## src/rtl/inst_issuer_pkg.sv

```systemverilog
// inst_issuer_pkg: shared types and constants for the instruction issuer.
// Holds the FSM state type, the inst field layout and the default
// execution-window length.
package inst_issuer_pkg;

    typedef enum logic [1:0] {
        ST_IDLE = 2'd0,
        ST_EXEC = 2'd1,
        ST_GAP  = 2'd2,
        ST_FIN  = 2'd3
    } state_t;

    localparam int INST_W      = 32;
    localparam int BODY_W      = 31;
    localparam int EXECUTE_BIT = 31;

    localparam int ALUMODE_MSB     = 30;
    localparam int ALUMODE_LSB     = 27;
    localparam int OPMODE_MSB      = 26;
    localparam int OPMODE_LSB      = 20;
    localparam int INMODE_MSB      = 19;
    localparam int INMODE_LSB      = 15;
    localparam int BRAM1_WADDR_MSB = 14;
    localparam int BRAM1_WADDR_LSB = 10;
    localparam int BRAM1_RADDR_MSB = 9;
    localparam int BRAM1_RADDR_LSB = 5;
    localparam int BRAM0_RADDR_MSB = 4;
    localparam int BRAM0_RADDR_LSB = 0;

    // Field view of an instruction word, laid out from the constants above.
    typedef struct packed {
        logic                                       execute;
        logic [ALUMODE_MSB-ALUMODE_LSB:0]           alumode;
        logic [OPMODE_MSB-OPMODE_LSB:0]             opmode;
        logic [INMODE_MSB-INMODE_LSB:0]             inmode;
        logic [BRAM1_WADDR_MSB-BRAM1_WADDR_LSB:0]   bram1_waddr;
        logic [BRAM1_RADDR_MSB-BRAM1_RADDR_LSB:0]   bram1_raddr;
        logic [BRAM0_RADDR_MSB-BRAM0_RADDR_LSB:0]   bram0_raddr;
    } inst_t;

    localparam int EXEC_CYCLES_DEFAULT = 5;

    // Build a full instruction word from the execute flag and a stored body.
    function automatic logic [INST_W-1:0] make_inst(input logic execute,
                                                    input logic [BODY_W-1:0] body);
        logic [INST_W-1:0] word;
        word                       = '0;
        word[EXECUTE_BIT]          = execute;
        word[EXECUTE_BIT-1:0]      = body;
        return word;
    endfunction

endpackage

```

## src/rtl/inst_issuer_prog_mem.sv

```systemverilog
// inst_issuer_prog_mem: PROG_DEPTH x 31 program store.
// One synchronous write port, one asynchronous read port. Contents are
// deliberately not reset so a program survives a controller reset.
module inst_issuer_prog_mem
    import inst_issuer_pkg::*;
#(
    parameter int PROG_DEPTH = 16,
    localparam int ADDR_W    = $clog2(PROG_DEPTH)
) (
    input  logic              clk,
    input  logic              we,
    input  logic [ADDR_W-1:0] waddr,
    input  logic [BODY_W-1:0] wdata,
    input  logic [ADDR_W-1:0] raddr,
    output logic [BODY_W-1:0] rdata
);

    logic [BODY_W-1:0] mem [PROG_DEPTH];

    // Program slot write.
    always_ff @(posedge clk) begin
        if (we) begin
            mem[waddr] <= wdata;
        end
    end

    assign rdata = mem[raddr];

endmodule

```

## src/rtl/inst_issuer.sv

```systemverilog
// inst_issuer: sequences stored instruction bodies onto the 32-bit inst bus,
// holding execute high for EXEC_CYCLES then one idle gap per instruction.
// Optional build macro INST_ISSUER_LOOP_EN adds loop/stop ports for
// continuous re-issue of the program until stopped.
//
// state | meaning
// IDLE  | accepting program writes and start; inst=0
// EXEC  | issuing prog[idx] with execute=1, window down-counter running
// GAP   | one cycle, same body with execute=0, then advance idx
// FIN   | one cycle, done pulse, inst=0
module inst_issuer
    import inst_issuer_pkg::*;
#(
    parameter int PROG_DEPTH  = 16,
    parameter int EXEC_CYCLES = EXEC_CYCLES_DEFAULT,
    localparam int ADDR_W     = $clog2(PROG_DEPTH)
) (
    input  logic              clk,
    input  logic              rst_n,
    input  logic              prog_we,
    input  logic [ADDR_W-1:0] prog_addr,
    input  logic [BODY_W-1:0] prog_data,
    input  logic              start,
    input  logic [ADDR_W:0]   count,
`ifdef INST_ISSUER_LOOP_EN
    input  logic              loop,
    input  logic              stop,
`endif
    output logic [INST_W-1:0] inst,
    output logic              busy,
    output logic              done
);

    localparam int CYC_W = $clog2(EXEC_CYCLES + 1);
    localparam logic [CYC_W-1:0]  CYC_LOAD = CYC_W'(EXEC_CYCLES - 1);
    localparam logic [ADDR_W:0]   N_MAX    = (ADDR_W + 1)'(PROG_DEPTH);

    state_t              state;
    logic [ADDR_W-1:0]   idx;
    logic [ADDR_W:0]     n;
    logic [CYC_W-1:0]    cyc;
    logic                start_pend;

    logic [ADDR_W:0]     idx_next;
    logic                last;
    logic                wrap;
    logic                end_run;
    logic [ADDR_W-1:0]   rd_addr;
    logic [BODY_W-1:0]   rd_data;
    logic                mem_we;

`ifdef INST_ISSUER_LOOP_EN
    logic                loop_q;
    logic                stop_req;
    logic                stop_now;
`endif

    // Next-slot decode for the GAP exit; the read port is pointed at the
    // slot about to be issued so inst can be loaded on the same edge.
    always_comb begin
        idx_next = {1'b0, idx} + 1'b1;
        last     = (idx_next == n);
`ifdef INST_ISSUER_LOOP_EN
        stop_now = stop_req | stop;
        wrap     = last & loop_q & ~stop_now;
        end_run  = (last & ~wrap) | stop_now;
`else
        wrap     = 1'b0;
        end_run  = last;
`endif
        rd_addr  = '0;
        if (state == ST_GAP && !last) begin
            rd_addr = idx_next[ADDR_W-1:0];
        end
    end

    // Writes only land while idle so a running program is never disturbed.
    assign mem_we = prog_we & (state == ST_IDLE);

    inst_issuer_prog_mem #(
        .PROG_DEPTH (PROG_DEPTH)
    ) u_prog_mem (
        .clk   (clk),
        .we    (mem_we),
        .waddr (prog_addr),
        .wdata (prog_data),
        .raddr (rd_addr),
        .rdata (rd_data)
    );

    // Sequencer FSM with registered inst/busy/done. A start is first
    // captured in start_pend, which gives the one-cycle start latency and
    // lets a same-cycle write to slot 0 be seen by the run.
    always_ff @(posedge clk or negedge rst_n) begin
        if (!rst_n) begin
            state      <= ST_IDLE;
            idx        <= '0;
            n          <= '0;
            cyc        <= '0;
            start_pend <= 1'b0;
            inst       <= '0;
            busy       <= 1'b0;
            done       <= 1'b0;
`ifdef INST_ISSUER_LOOP_EN
            loop_q     <= 1'b0;
            stop_req   <= 1'b0;
`endif
        end else begin
            done <= 1'b0;
            case (state)
                ST_IDLE: begin
                    if (start_pend) begin
                        start_pend <= 1'b0;
                        idx        <= '0;
                        busy       <= 1'b1;
                        if (n == '0) begin
                            state <= ST_FIN;
                            done  <= 1'b1;
                            inst  <= '0;
                        end else begin
                            state <= ST_EXEC;
                            cyc   <= CYC_LOAD;
                            inst  <= make_inst(1'b1, rd_data);
                        end
                    end else if (start) begin
                        start_pend <= 1'b1;
                        n          <= (count > N_MAX) ? N_MAX : count;
`ifdef INST_ISSUER_LOOP_EN
                        loop_q     <= loop;
                        stop_req   <= 1'b0;
`endif
                    end
                end
                ST_EXEC: begin
`ifdef INST_ISSUER_LOOP_EN
                    if (stop) begin
                        stop_req <= 1'b1;
                    end
`endif
                    if (cyc == '0) begin
                        state             <= ST_GAP;
                        inst[EXECUTE_BIT] <= 1'b0;
                    end else begin
                        cyc <= cyc - 1'b1;
                    end
                end
                ST_GAP: begin
                    if (end_run) begin
                        state <= ST_FIN;
                        inst  <= '0;
                        done  <= 1'b1;
                    end else begin
                        state <= ST_EXEC;
                        idx   <= wrap ? '0 : idx_next[ADDR_W-1:0];
                        cyc   <= CYC_LOAD;
                        inst  <= make_inst(1'b1, rd_data);
                        done  <= wrap;
                    end
                end
                ST_FIN: begin
                    state <= ST_IDLE;
                    busy  <= 1'b0;
                    inst  <= '0;
`ifdef INST_ISSUER_LOOP_EN
                    stop_req <= 1'b0;
`endif
                end
                default: begin
                    state <= ST_IDLE;
                    busy  <= 1'b0;
                    inst  <= '0;
                end
            endcase
        end
    end

endmodule

```

## config.mk

```make
export PLATFORM = sky130hd
export DESIGN_NAME = inst_issuer
export DESIGN_NICKNAME = d
export VERILOG_FILES = /design/src/rtl/inst_issuer_pkg.sv /design/src/rtl/inst_issuer_prog_mem.sv /design/src/rtl/inst_issuer.sv
export SDC_FILE = /design/constraint.sdc
export NUM_CORES = 1
export LEC_CHECK = 0
export CAP_MARGIN = 0
export CELL_PAD_IN_SITES_DETAIL_PLACEMENT = 1
export CELL_PAD_IN_SITES_GLOBAL_PLACEMENT = 1
export CORE_ASPECT_RATIO = 0.5
export CORE_MARGIN = 2
export CORE_UTILIZATION = 49
export CTS_CLUSTER_SIZE = 30
export DETAILED_ROUTE_END_ITERATION = 8
export DONT_BUFFER_PORTS = 1
export PLACE_DENSITY = 0.76
export SLEW_MARGIN = 15
export SYNTH_ARGS = -nofsm -noshare
export SYNTH_HDL_FRONTEND = slang
export SYNTH_SLANG_ARGS = --single-unit
```

## constraint.sdc

```tcl
create_clock -name clk -period 3.8 [get_ports clk]
set_input_delay 0 -clock clk [delete_from_list [all_inputs] [get_ports clk]]
set_output_delay 0 -clock clk [all_outputs]
set_load 0.005 [all_outputs]
```

==> run_results.csv <==
group,metric,value,unit
synth,syn_avg_cell_area,15.9,sq um
synth,synth.yosys.seq_area_share,75.7,%
clock_network,cts.reportedPaths.clkPinSlew,0.07,ns
grt,grt_pass1_wl,88000,um
power_and_ir_drop,ir_worst_vdd,0.433,mV
synth,synth_seq_cells,545,
synth,mappedNetlistArea,21300,sq um
synth,async_flop_share,8.99,%
timing,min_period_over_period,90.1,%
timing,setup_viol,0,
finish,design_area,24100,sq um
die,rows,53,
die,fp.dieH,151,um
clock_network,clock_path_buffers,3,
die,die-area,45200,sq um
synth,synth_edf_count,496,
clock_network,tritoncts,"built",
power_and_ir_drop,seqPwrFrac,48.4,%
critical_path,worstSetupStartpointType,"flip-flop",
finish,multi_input_area,4900,sq um
power_and_ir_drop,switchingPower,4290,uW
synth,yosysUniqueCellTypes,57,
routing,drtIter0Drc,1251,
placed_design,place_area,22200,sq um
timing,min_period,3.43,ns
routing,wl_per_cell,29.8,um
critical_path,slowest_delay,0.48,ns
power_and_ir_drop,clkPwrFrac,32.3,%
routing,route.antenna.remaining_nets,0,
critical_path,worstPathMaxFanout,49,
placed_design,gp_congestion,0.782,
timing,rsz0062_at_grt,"no",
timing,worstMarginPinSlew,0.971,ns
grt,grt_pass1_vias,13900,
routing,wl,60300,um
finish,regArea,16100,sq um
synth,yosysWarnings,0,
timing,setup_tns,0,ns
status,status,"finished, final reports clean",
finish,drive_above_1_share,12.2,%
finish,areaGrowthSynthToFinish,13.3,%
synth,ys.flop_type,"edfxtp_1",
critical_path,critPathKind,"reg -> reg",
clock_network,cts_max_level,2,
critical_path,crit_required,4.24,ns
die,coreArea,42400,sq um
routing,vias,12900,
timing,setup_slack,0.375,ns
timing,timing.hold.ws,0.0160,ns
critical_path,path_cells,"ha_1 -> xnor2_1 -> o211ai_2 -> a211oi_4 -> buf_12 -> o22ai_1 -> nand2b_1 -> buf_4 -> a221oi_1 -> a221o_1",
clock_network,clkSinkCount,545,
grt,grt_use_total,26.7,%
flow_run,cap_violations,0,
timing,skew,0.0262,ns
die,chipWidth,299,um
clock_network,cts_buffers,47,
power_and_ir_drop,p_leak,0.00791,uW
timing,finalMaxSlewViolations,0,
clock_network,ctsResizeCount,0,
power_and_ir_drop,total_power,14700,uW
finish,nets,1451,
timing,hold_viol,0,
placed_design,port_buffers,0,
timing,max_freq,0.292,GHz
critical_path,end_kind,"flip-flop",
synth,synth_nets,1390,
grt,grt_max_degree,89,
die,initial_utilization,50.2,%
routing,drcViolationCount,0,
critical_path,crit_arrival,3.87,ns
placed_design,dp_hpwl,30500,um
grt,gr-total-overflow,0,
power_and_ir_drop,cellPowerDensity,609,nW/um^2
die,io_pins,78,
placed_design,preCtsSetupSlack,0.465,ns
power_and_ir_drop,p_sw_share,29.2,%
routing,dr.pass1.iters,5,
timing,relSlewSlack,35.1,%
routing,via_per_inst,6.38,
critical_path,crit_slowest_cell,"buf_4",
power_and_ir_drop,p_int,10400,uW
power_and_ir_drop,power_frac_comb,19.3,%
synth,syn_inst,1343,
clock_network,root_buffer,"clkbuf_16",
finish,fillers,3916,
clock_network,clock_latency,0.58,ns
grt,antenna_found_initial,3,
worst_hold_path,min_path_type,"in -> async",
per-stage QoR:
| step | util (%) | cells |
|---|---|---|
| global placement | 52.3 | 1885 |
| detailed placement | 52.3 | 1885 |
| floorplan | - | 1343 |
| finish | 56.9 | 2020 |
| CTS | 56.9 | 2018 |
| global route | 56.9 | 2020 |
synthesized netlist by cell type, types with 10 or more instances:
| cell type | count | share of area [%] |
|---|---|---|
| a211o_1 | 26 | 1.1 |
| a21oi_1 | 12 | 0.28 |
| a311oi_1 | 25 | 1.0 |
| a31oi_1 | 51 | 1.5 |
| a32o_1 | 25 | 1.2 |
| and2_1 | 26 | 0.76 |
| buf_2 | 38 | 0.89 |
| clkbuf_1 | 30 | 0.53 |
| dfrtp_1 | 49 | 5.8 |
| edfxtp_1 | 496 | 70 |
| mux2i_1 | 43 | 2.0 |
| mux4_2 | 31 | 3.3 |
| nand2_1 | 246 | 4.3 |
| nand2b_1 | 10 | 0.29 |
| nand3_1 | 19 | 0.45 |
| nor2_1 | 52 | 0.92 |
| nor3_1 | 12 | 0.28 |
| o211ai_1 | 32 | 1.1 |
| o21ai_0 | 15 | 0.35 |
| or3_1 | 27 | 0.79 |
flip-flops by register name (all words and copies together), names as in the netlist:
signal          cells
u_prog_mem.mem    496
inst               32
n                   5
idx                 4
cyc                 3
state               2
busy                1
done                1
start_pend          1
worst paths after layout:
kind                              start                    end  slack [ns]  depth (start not counted)
min                               rst_n                 idx[0]        0.02                          2
max reg2reg                      idx[1]               inst[25]        0.37                         10
min in group clk           prog_addr[2]  u_prog_mem.mem[4][26]        0.21                          2
max in group asynchronous         rst_n                inst[4]        3.47                          2
min reg2reg                      cyc[1]                 cyc[1]        0.50                          1
max                              idx[1]               inst[25]        0.37                         10
cells by family (layout without fill, tap and decap cells):
| logic type | count (synthesis) | count (layout) | synth area share [%] |
|---|---|---|---|
| adders and majority gates | 3 | 3 | 0.176 |
| muxes | 76 | 76 | 5.41 |
| AOI/OAI and AO/OA | 216 | 216 | 7.70 |
| and+or+nand+nor | 411 | 411 | 8.56 |
| xor gates and xnor gates | 7 | 7 | 0.388 |
| other | 0 | 2 | 0 |
| buffers and inverters | 85 | 183 | 2.06 |
| DFF | 545 | 545 | 75.7 |
power by group through the flow:
stage	Sequential [uW]	Combinational, uW	Clock (uW)
floorplan	7130	1770	0
global route	7140	3020	4970
detailed placement	7240	2580	0
CTS	7120	2770	4760
global placement	7220	2430	0
finish	7120	2840	4740
layout by cell type (no fill, tap or decap), drive strengths merged, types with 3 or more instances in the layout:
master / instances
and2: 26
a221o: 6
dfrtp: 49
nand2b: 11
nand4: 8
xor2: 3
buf: 45
a211o: 26
mux2i: 43
a311oi: 25
bufinv: 4
nand3: 19
o211ai: 33
clkinv: 23
nand2: 247
o21ai: 20
a31oi: 51
edfxtp: 496
clkbuf: 57
mux4: 31
dlygate4sd3: 46
a32o: 25
or3: 27
nor2: 53
nor3: 15
a21oi: 12
a22oi: 7
ha: 3
inv: 7
xnor2: 3
layout make-up:
type / instances / share of cell area (%)
Multi-Input combinational cell: 713 / 20.3
Clock buffer: 57 / 5.07
Sequential cell: 545 / 66.8
Inverter: 6 / 0.0933
Tap cell: 577 / 2.99
Clock inverter: 29 / 0.985
Timing Repair Buffer: 91 / 3.75
Antenna cell: 2 / 0.0207
worst max-delay path: cells and delay by family, from the launching register on:
family	cells	cell delay (ns)
buffers and inverters	2	0.80
flip-flops	1	0.42
AND/OR/NAND/NOR	1	0.12
XOR/XNOR	1	0.47
adder cells (fa/ha/maj)	1	0.32
AO/OA/AOI/OAI	5	1.16
per-layer routing:
metal	vias up	track usage (%)	routed length [um]
met3	139	4.62	4610
met1	6789	33.7	23600
met5	-	0	0
met2	642	47.0	30300
li1	5315	-	-
met4	0	10.1	1780
timing repair:
action | in CTS | in global routing
buffers inserted | 0 | 0
endpoints found under the hold margin | 635 | 0
hold buffers | 47 | 0
(Power assumes the default switching activity.)
